### src/rtl/fcl_ddr_pkg.sv
// Shared DDR3 MCB definitions: command instructions, the command payload
// struct, arbiter state encodings and a ceil(log2) helper for sizing.
package fcl_ddr_pkg;

  // MCB command instructions
  localparam logic [2:0] MCB_WR      = 3'b000;
  localparam logic [2:0] MCB_RD      = 3'b001;
  localparam logic [2:0] MCB_WR_AP   = 3'b010;
  localparam logic [2:0] MCB_RD_AP   = 3'b011;
  localparam logic [2:0] MCB_REFRESH = 3'b100;

  localparam int unsigned INSTR_W = 3;
  localparam int unsigned BL_W    = 6;
  localparam int unsigned ADDR_W  = 30;

  // One complete MCB command as presented by a requester
  typedef struct packed {
    logic [INSTR_W-1:0] instr;
    logic [BL_W-1:0]    bl;
    logic [ADDR_W-1:0]  byte_addr;
  } mcb_cmd_t;

  // One-hot arbiter states
  typedef enum logic [2:0] {
    ARB_IDLE  = 3'b001,
    ARB_ISSUE = 3'b010,
    ARB_GAP   = 3'b100
  } arb_state_e;

  // Smallest r with 2**r >= value
  function automatic int unsigned clogb2(input int unsigned value);
    int unsigned r;
    r = 0;
    while ((r < 32) && ((32'd1 << r) < value)) r = r + 1;
    return r;
  endfunction

endpackage

### src/rtl/fcl_rr_pick.sv
// Combinational round-robin picker: returns the first asserted request at or
// above rr_ptr (wrapping modulo NUM_REQ) and a valid flag.
//   req       : request vector
//   rr_ptr    : highest-priority index this round
//   win_idx   : winning index (0 when none)
//   win_valid : at least one request asserted
module fcl_rr_pick #(
  parameter int unsigned NUM_REQ = 2,
  parameter int unsigned IDX_W   = 1
) (
  input  logic [NUM_REQ-1:0] req,
  input  logic [IDX_W-1:0]   rr_ptr,
  output logic [IDX_W-1:0]   win_idx,
  output logic               win_valid
);

  logic [IDX_W-1:0] cand;

  // Scan from rr_ptr upward; the first hit wins
  always_comb begin
    win_idx   = '0;
    win_valid = 1'b0;
    cand      = '0;
    for (int unsigned j = 0; j < NUM_REQ; j++) begin
      cand = IDX_W'((32'(rr_ptr) + j) % NUM_REQ);
      if (!win_valid && req[cand]) begin
        win_valid = 1'b1;
        win_idx   = cand;
      end
    end
  end

endmodule

### src/rtl/fcl_ddr_cmd_arb.sv
// Round-robin arbiter sharing one DDR3 MCB command port among NUM_REQ
// requesters. One command per grant, IDLE -> ISSUE -> GAP per command.
//   sys_clk/_reset      : clock, async active-low reset
//   req, req_*          : per-requester level request and flattened command
//   ack                 : one-hot pulse coincident with ddr_cmd_en
//   ddr_cmd_*           : MCB command port
//   busy                : arbiter active or MCB command FIFO not empty
//   starve_err          : sticky per-requester wait-limit flag
//   proto_err           : sticky flag, winner dropped req before its ack
module fcl_ddr_cmd_arb
  import fcl_ddr_pkg::*;
#(
  parameter int unsigned NUM_REQ  = 2,
  parameter int unsigned MAX_WAIT = 1024
) (
  input  logic                   sys_clk,
  input  logic                   _reset,
  input  logic [NUM_REQ-1:0]     req,
  input  logic [3*NUM_REQ-1:0]   req_instr,
  input  logic [6*NUM_REQ-1:0]   req_bl,
  input  logic [30*NUM_REQ-1:0]  req_byte_addr,
  output logic [NUM_REQ-1:0]     ack,
  output logic                   ddr_cmd_clk,
  output logic                   ddr_cmd_en,
  output logic [2:0]             ddr_cmd_instr,
  output logic [5:0]             ddr_cmd_bl,
  output logic [29:0]            ddr_cmd_byte_addr,
  input  logic                   ddr_cmd_full,
  input  logic                   ddr_cmd_empty,
  output logic                   busy,
  output logic [NUM_REQ-1:0]     starve_err,
  output logic                   proto_err
);

  localparam int unsigned IDX_W  = (NUM_REQ > 1) ? clogb2(NUM_REQ) : 1;
  localparam int unsigned WAIT_W = clogb2(MAX_WAIT) + 1;

  arb_state_e       state_q, state_d;
  logic [IDX_W-1:0] rr_ptr_q, rr_ptr_d;
  logic [IDX_W-1:0] win_idx_q, win_idx_d;
  mcb_cmd_t         cmd_q, cmd_d;
  logic             proto_q, proto_d;

  logic [IDX_W-1:0] pick_idx;
  logic             pick_valid;
  mcb_cmd_t         req_cmd [NUM_REQ];

  // Unflatten requester command buses
  for (genvar g = 0; g < NUM_REQ; g++) begin : g_unpack
    assign req_cmd[g] = '{instr:     req_instr[3*g +: 3],
                          bl:        req_bl[6*g +: 6],
                          byte_addr: req_byte_addr[30*g +: 30]};
  end

  fcl_rr_pick #(
    .NUM_REQ (NUM_REQ),
    .IDX_W   (IDX_W)
  ) u_pick (
    .req       (req),
    .rr_ptr    (rr_ptr_q),
    .win_idx   (pick_idx),
    .win_valid (pick_valid)
  );

  // Next-state and datapath updates
  always_comb begin
    state_d   = state_q;
    rr_ptr_d  = rr_ptr_q;
    win_idx_d = win_idx_q;
    cmd_d     = cmd_q;
    proto_d   = proto_q;
    unique case (state_q)
      ARB_IDLE: begin
        if (pick_valid && !ddr_cmd_full) begin
          win_idx_d = pick_idx;
          cmd_d     = req_cmd[pick_idx];
          state_d   = ARB_ISSUE;
        end
      end
      ARB_ISSUE: begin
        rr_ptr_d = (win_idx_q == IDX_W'(NUM_REQ - 1)) ? '0 : win_idx_q + IDX_W'(1);
        if (!req[win_idx_q]) proto_d = 1'b1;
        state_d = ARB_GAP;
      end
      ARB_GAP:  state_d = ARB_IDLE;
      default:  state_d = ARB_IDLE;
    endcase
  end

  always_ff @(posedge sys_clk or negedge _reset) begin
    if (!_reset) begin
      state_q   <= ARB_IDLE;
      rr_ptr_q  <= '0;
      win_idx_q <= '0;
      cmd_q     <= '0;
      proto_q   <= 1'b0;
    end else begin
      state_q   <= state_d;
      rr_ptr_q  <= rr_ptr_d;
      win_idx_q <= win_idx_d;
      cmd_q     <= cmd_d;
      proto_q   <= proto_d;
    end
  end

  // Strobe and ack both decode the ISSUE state so they are always coincident
  assign ddr_cmd_en = (state_q == ARB_ISSUE);

  // Per-requester ack decode and saturating wait counter with sticky flag
  for (genvar g = 0; g < NUM_REQ; g++) begin : g_req
    logic [WAIT_W-1:0] wait_q, wait_d;
    logic              starve_q, starve_d;

    assign ack[g] = ddr_cmd_en && (win_idx_q == IDX_W'(g));

    always_comb begin
      wait_d   = '0;
      starve_d = starve_q;
      if (req[g] && !ack[g]) begin
        wait_d = (wait_q == WAIT_W'(MAX_WAIT)) ? wait_q : wait_q + WAIT_W'(1);
      end
      if (wait_d == WAIT_W'(MAX_WAIT)) starve_d = 1'b1;
    end

    always_ff @(posedge sys_clk or negedge _reset) begin
      if (!_reset) begin
        wait_q   <= '0;
        starve_q <= 1'b0;
      end else begin
        wait_q   <= wait_d;
        starve_q <= starve_d;
      end
    end

    assign starve_err[g] = starve_q;
  end

  assign ddr_cmd_clk       = sys_clk;
  assign ddr_cmd_instr     = cmd_q.instr;
  assign ddr_cmd_bl        = cmd_q.bl;
  assign ddr_cmd_byte_addr = cmd_q.byte_addr;
  assign busy              = (state_q != ARB_IDLE) || !ddr_cmd_empty;
  assign proto_err         = proto_q;

endmodule

### config.mk
export PLATFORM = sky130hd
export DESIGN_NAME = fcl_ddr_cmd_arb
export DESIGN_NICKNAME = d
export VERILOG_FILES = /design/src/rtl/fcl_ddr_pkg.sv /design/src/rtl/fcl_rr_pick.sv /design/src/rtl/fcl_ddr_cmd_arb.sv
export SDC_FILE = /design/constraint.sdc
export NUM_CORES = 1
export LEC_CHECK = 0
export ABC_AREA = 0
export CAP_MARGIN = 20
export CELL_PAD_IN_SITES_DETAIL_PLACEMENT = 1
export CELL_PAD_IN_SITES_GLOBAL_PLACEMENT = 2
export CORE_MARGIN = 3
export CORE_UTILIZATION = 40
export CTS_CLUSTER_DIAMETER = 40
export CTS_CLUSTER_SIZE = 20
export DETAILED_ROUTE_END_ITERATION = 16
export DONT_BUFFER_PORTS = 1
export PLACE_DENSITY_LB_ADDON = 0.1
export SLEW_MARGIN = 5
export SYNTH_ARGS = -nofsm -noshare
export SYNTH_HDL_FRONTEND = slang
export SYNTH_SLANG_ARGS = --single-unit
export TNS_END_PERCENT = 1
### constraint.sdc
create_clock -name sys_clk -period 3.85 [get_ports sys_clk]
set_input_delay 0.385 -clock sys_clk [delete_from_list [all_inputs] [get_ports sys_clk]]
set_output_delay 0.385 -clock sys_clk [all_outputs]
set_load 0.02 [all_outputs]
==> impl_summary.txt <==
----------------------------------------------------
[Detailed routing]
  Detailed-route DRC error count ... 0
  Drt first pass iters ... 4
  Highest metal layer used by the detailed router ... met4
  Routed wire length on met2 ... 3970 µm
  Vias ... 2,476
  Post-detailed-route via-to-cell ratio ... 5.44
  Average routed wire per standard cell ... 17.3 µm
  DRC violation total after the first TritonRoute iteration ... 63
  Routed Antenna Nets ... 0
  Routed wl met3 ... 638 µm
  Metal-1 WL ... 3160 µm
  Drt total wl ... 7850 µm

[Power]
  P_leak ... 1.71 nW
  Power per standard cell area ... 626 nW/µm²
  IR drop worst, VDD ... 0.261 mV
  Pwr Total ... 2.36 mW

[GRT]
  Pin count of the biggest net entering global routing ... 70
  Vias in the first global route ... 2,570
  Overall track demand over capacity in global routing ... 0.164
  Initial antenna violation count ... 0
  GRT Residual Overflow ... 0
  Global-route wire length before repair ... 12,600 µm

[CTS]
  CTS Sinks ... 69
  Clock insertion delay at the later pin of the skew report ... 0.34 ns
  Root Buffer Master ... clkbuf_8
  Clock edge transition at the registers on the reported setup and hold paths ... 0.08 ns
  Quantity of gates resized following cts ... 0
  Max H-tree Level ... 3
  Clk buf depth ... 2
  Num CTS Buffers ... 9
  CTS tree ... yes

[Logic synthesis]
  Number of distinct standard cells referenced by the synthesized netlist ... 42
  Post-Syn Instances ... 348
  Proportion of synthesized flip-flops having asynchronous set or reset ... 1.00
  Average cell area after synthesis ... 9.82 µm²
  Proportion of synthesized chip area in sequential cells ... 0.505
  Net Count, Synth ... 436
  Post-synthesis instance area ... 3420 µm²
  Flops & latches, synth ... 69
  Number of warnings issued by yosys ... 0
  Area share of the leading cell type in the synthesized netlist ... 0.498
  Main area contributors after synthesis ... dfrtp_1 (50%), mux2i_1 (12%), nor2_1 (7.7%)
  Cell type contributing the most total cell area after synthesis ... dfrtp_1
  Dominant synthesized flop cell ... dfrtp_1
  Number of enable-type register cells in the synthesized netlist ... 0

[Timing]
  Number of setup violations in the final report ... 0
  Number of endpoints with negative hold slack in the final report ... 0
  Slew at the pin with the worst max-slew slack ... 0.496 ns
  TNS Setup ... 0 ns
  RSZ-0062 raised after global routing ... no
  Max-slew violation count ... 0
  Least setup slack across all paths after layout ... 1.54 ns
  Worst slew slack as a fraction of its limit ... 0.668
  Final worst clock skew ... 0.0138 ns

[Floorplan]
  Width of the chip ... 98.4 µm
  Core Footprint ... 8260 µm²
  Die Outline Area ... 9690 µm²
  I/O pin total ... 131
  Total number of placement rows ... 33
  Die Height ... 98.4 µm
  Starting density of the core ... 0.414

[Setup path]
  Largest driver fanout on the critical path ... 2
  CP endpoint kind ... output port
  Required time reported for the critical path endpoint ... 3.46 ns
  Type of origin of the critical path ... clock port
  Worst path arrival time ... 1.93 ns
  Levels on crit path ... 0
  Worst R2R Path Depth ... 5
  Type of the worst setup path ... clock port to output port

[Placed design]
  Post-place setup slack ... 1.54 ns
  Number of I/O port buffers ... 0
  Routability congestion estimate ... 0.779
  HPWL after detailed placement ... 5770 µm

[Min path]
  Number of cells on the worst hold path ... 2
  Min-delay worst type ... primary input to flip-flop

[Cells and area]
  Final net count ... 433
  Fraction of layout cells with a size suffix above 1 ... 0.0857
  Synthesis-to-finish area growth ... 10.4%
  Antenna Cells ... 0

[Flow run]
  Total of max-cap violations ... 0

[Status]
  Outcome ... complete, no violations

----------------------------------------------------
registers in the layout, summed over array words and instances, names as in the netlist:
signal	flops
ddr_cmd_instr	3
proto_err	1
ddr_cmd_bl	6
g_req.wait_q	22
state_q	3
win_idx_q	1
ddr_cmd_byte_addr	30
rr_ptr_q	1
g_req.starve_q	2
per-stage QoR:
stage / area (µm²) / util / std cells / hold WS (ns)
global placement: 3500 / 0.424 / 437 / 0.0916
CTS: 3770 / 0.457 / 455 / 0.206
global route: 3770 / 0.457 / 455 / 0.214
detailed placement: 3500 / 0.424 / 437 / 0.0916
floorplan: 3420 / - / 348 / 0.0894
finish: 3770 / 0.457 / 455 / 0.215
timing repair:
action,in CTS,in global routing
hold buffers,2,0
setup buffers,0,0
hold endpoints to repair,69,0
placed cells by master, fill, tap and decap left out, types with 2 or more instances in the layout:
cell type / count
a21o_1: 2
a21oi_1: 45
a41o_1: 2
and3_1: 2
buf_4: 4
bufinv_16: 2
clkbuf_8: 10
clkinvlp_4: 2
dfrtp_1: 68
ha_1: 4
inv_1: 11
inv_6: 2
mux2i_1: 42
nand2_1: 7
nand2b_1: 2
nand3_1: 12
nand4_1: 3
nor2_1: 70
nor2b_1: 2
nor3_1: 6
nor3b_1: 4
nor4_1: 2
nor4b_1: 3
o21ai_0: 7
or3_1: 4
xnor2_1: 8
xor2_1: 4
final cells by class:
type | instances | area (µm²)
timing repair buffer | 6 | 67.6
inverter | 11 | 41.3
clock buffer | 10 | 138
sequential | 69 | 1730
clock inverter | 6 | 92.6
fill | 937 | 4490
tap | 105 | 131
multi-input combinational | 248 | 1570
path summary, 6_finish.rpt:
path | start | endpoint | slack [ns]
min in group asynchronous | _reset | g_req[1].wait_q[9]$_DFF_PN0_ | 0.58
hold / removal | req[0] | g_req[0].wait_q[9]$_DFF_PN0_ | 0.22
setup reg to reg | g_req[0].wait_q[2]$_DFF_PN0_ | g_req[0].starve_q$_DFFE_PN0N_ | 1.89
hold reg to reg | rr_ptr_q$_DFFE_PN0N_ | rr_ptr_q$_DFFE_PN0N_ | 0.56
setup / recovery | sys_clk | ddr_cmd_clk | 1.54
max in group asynchronous | _reset | state_q[0]$_DFFE_PN1P_ | 2.95
logic make-up (layout without fill, tap and decap cells):
kind of cell,count (synthesis),after routing,share of synthesized area
AO/OA/AOI/OAI,66,66,0.111
XOR/XNOR,12,12,0.0307
adder cells (fa/ha/maj),4,4,0.0146
buffers and inverters,31,33,0.0388
flip-flops,69,69,0.505
multiplexers,43,43,0.126
AND/OR/NAND/NOR,123,123,0.173
routing by layer:
layer,global-route usage,up-vias
met5,0,-
met4,0.0672,0
met3,0.0637,6
met2,0.272,83
met1,0.190,1187
li1,-,1200
power breakdown:
part / total [mW] / internal, mW / switching [mW]
sequential: 1.29 / 0.917 / 0.374
combinational: 0.397 / 0.172 / 0.225
clock: 0.672 / 0.387 / 0.285
cells in the mapped netlist (all sizes together), types with 3 or more instances:
cell	n
a21oi	45
buf	11
clkbuf	9
dfrtp	68
ha	4
inv	11
mux2i	42
nand2	7
nand3	12
nand4	4
nor2	70
nor3	7
nor3b	4
nor4b	3
o21ai	10
or3	4
xnor2	8
xor2	4
No activity file was read; power rests on OpenSTA's default activity.
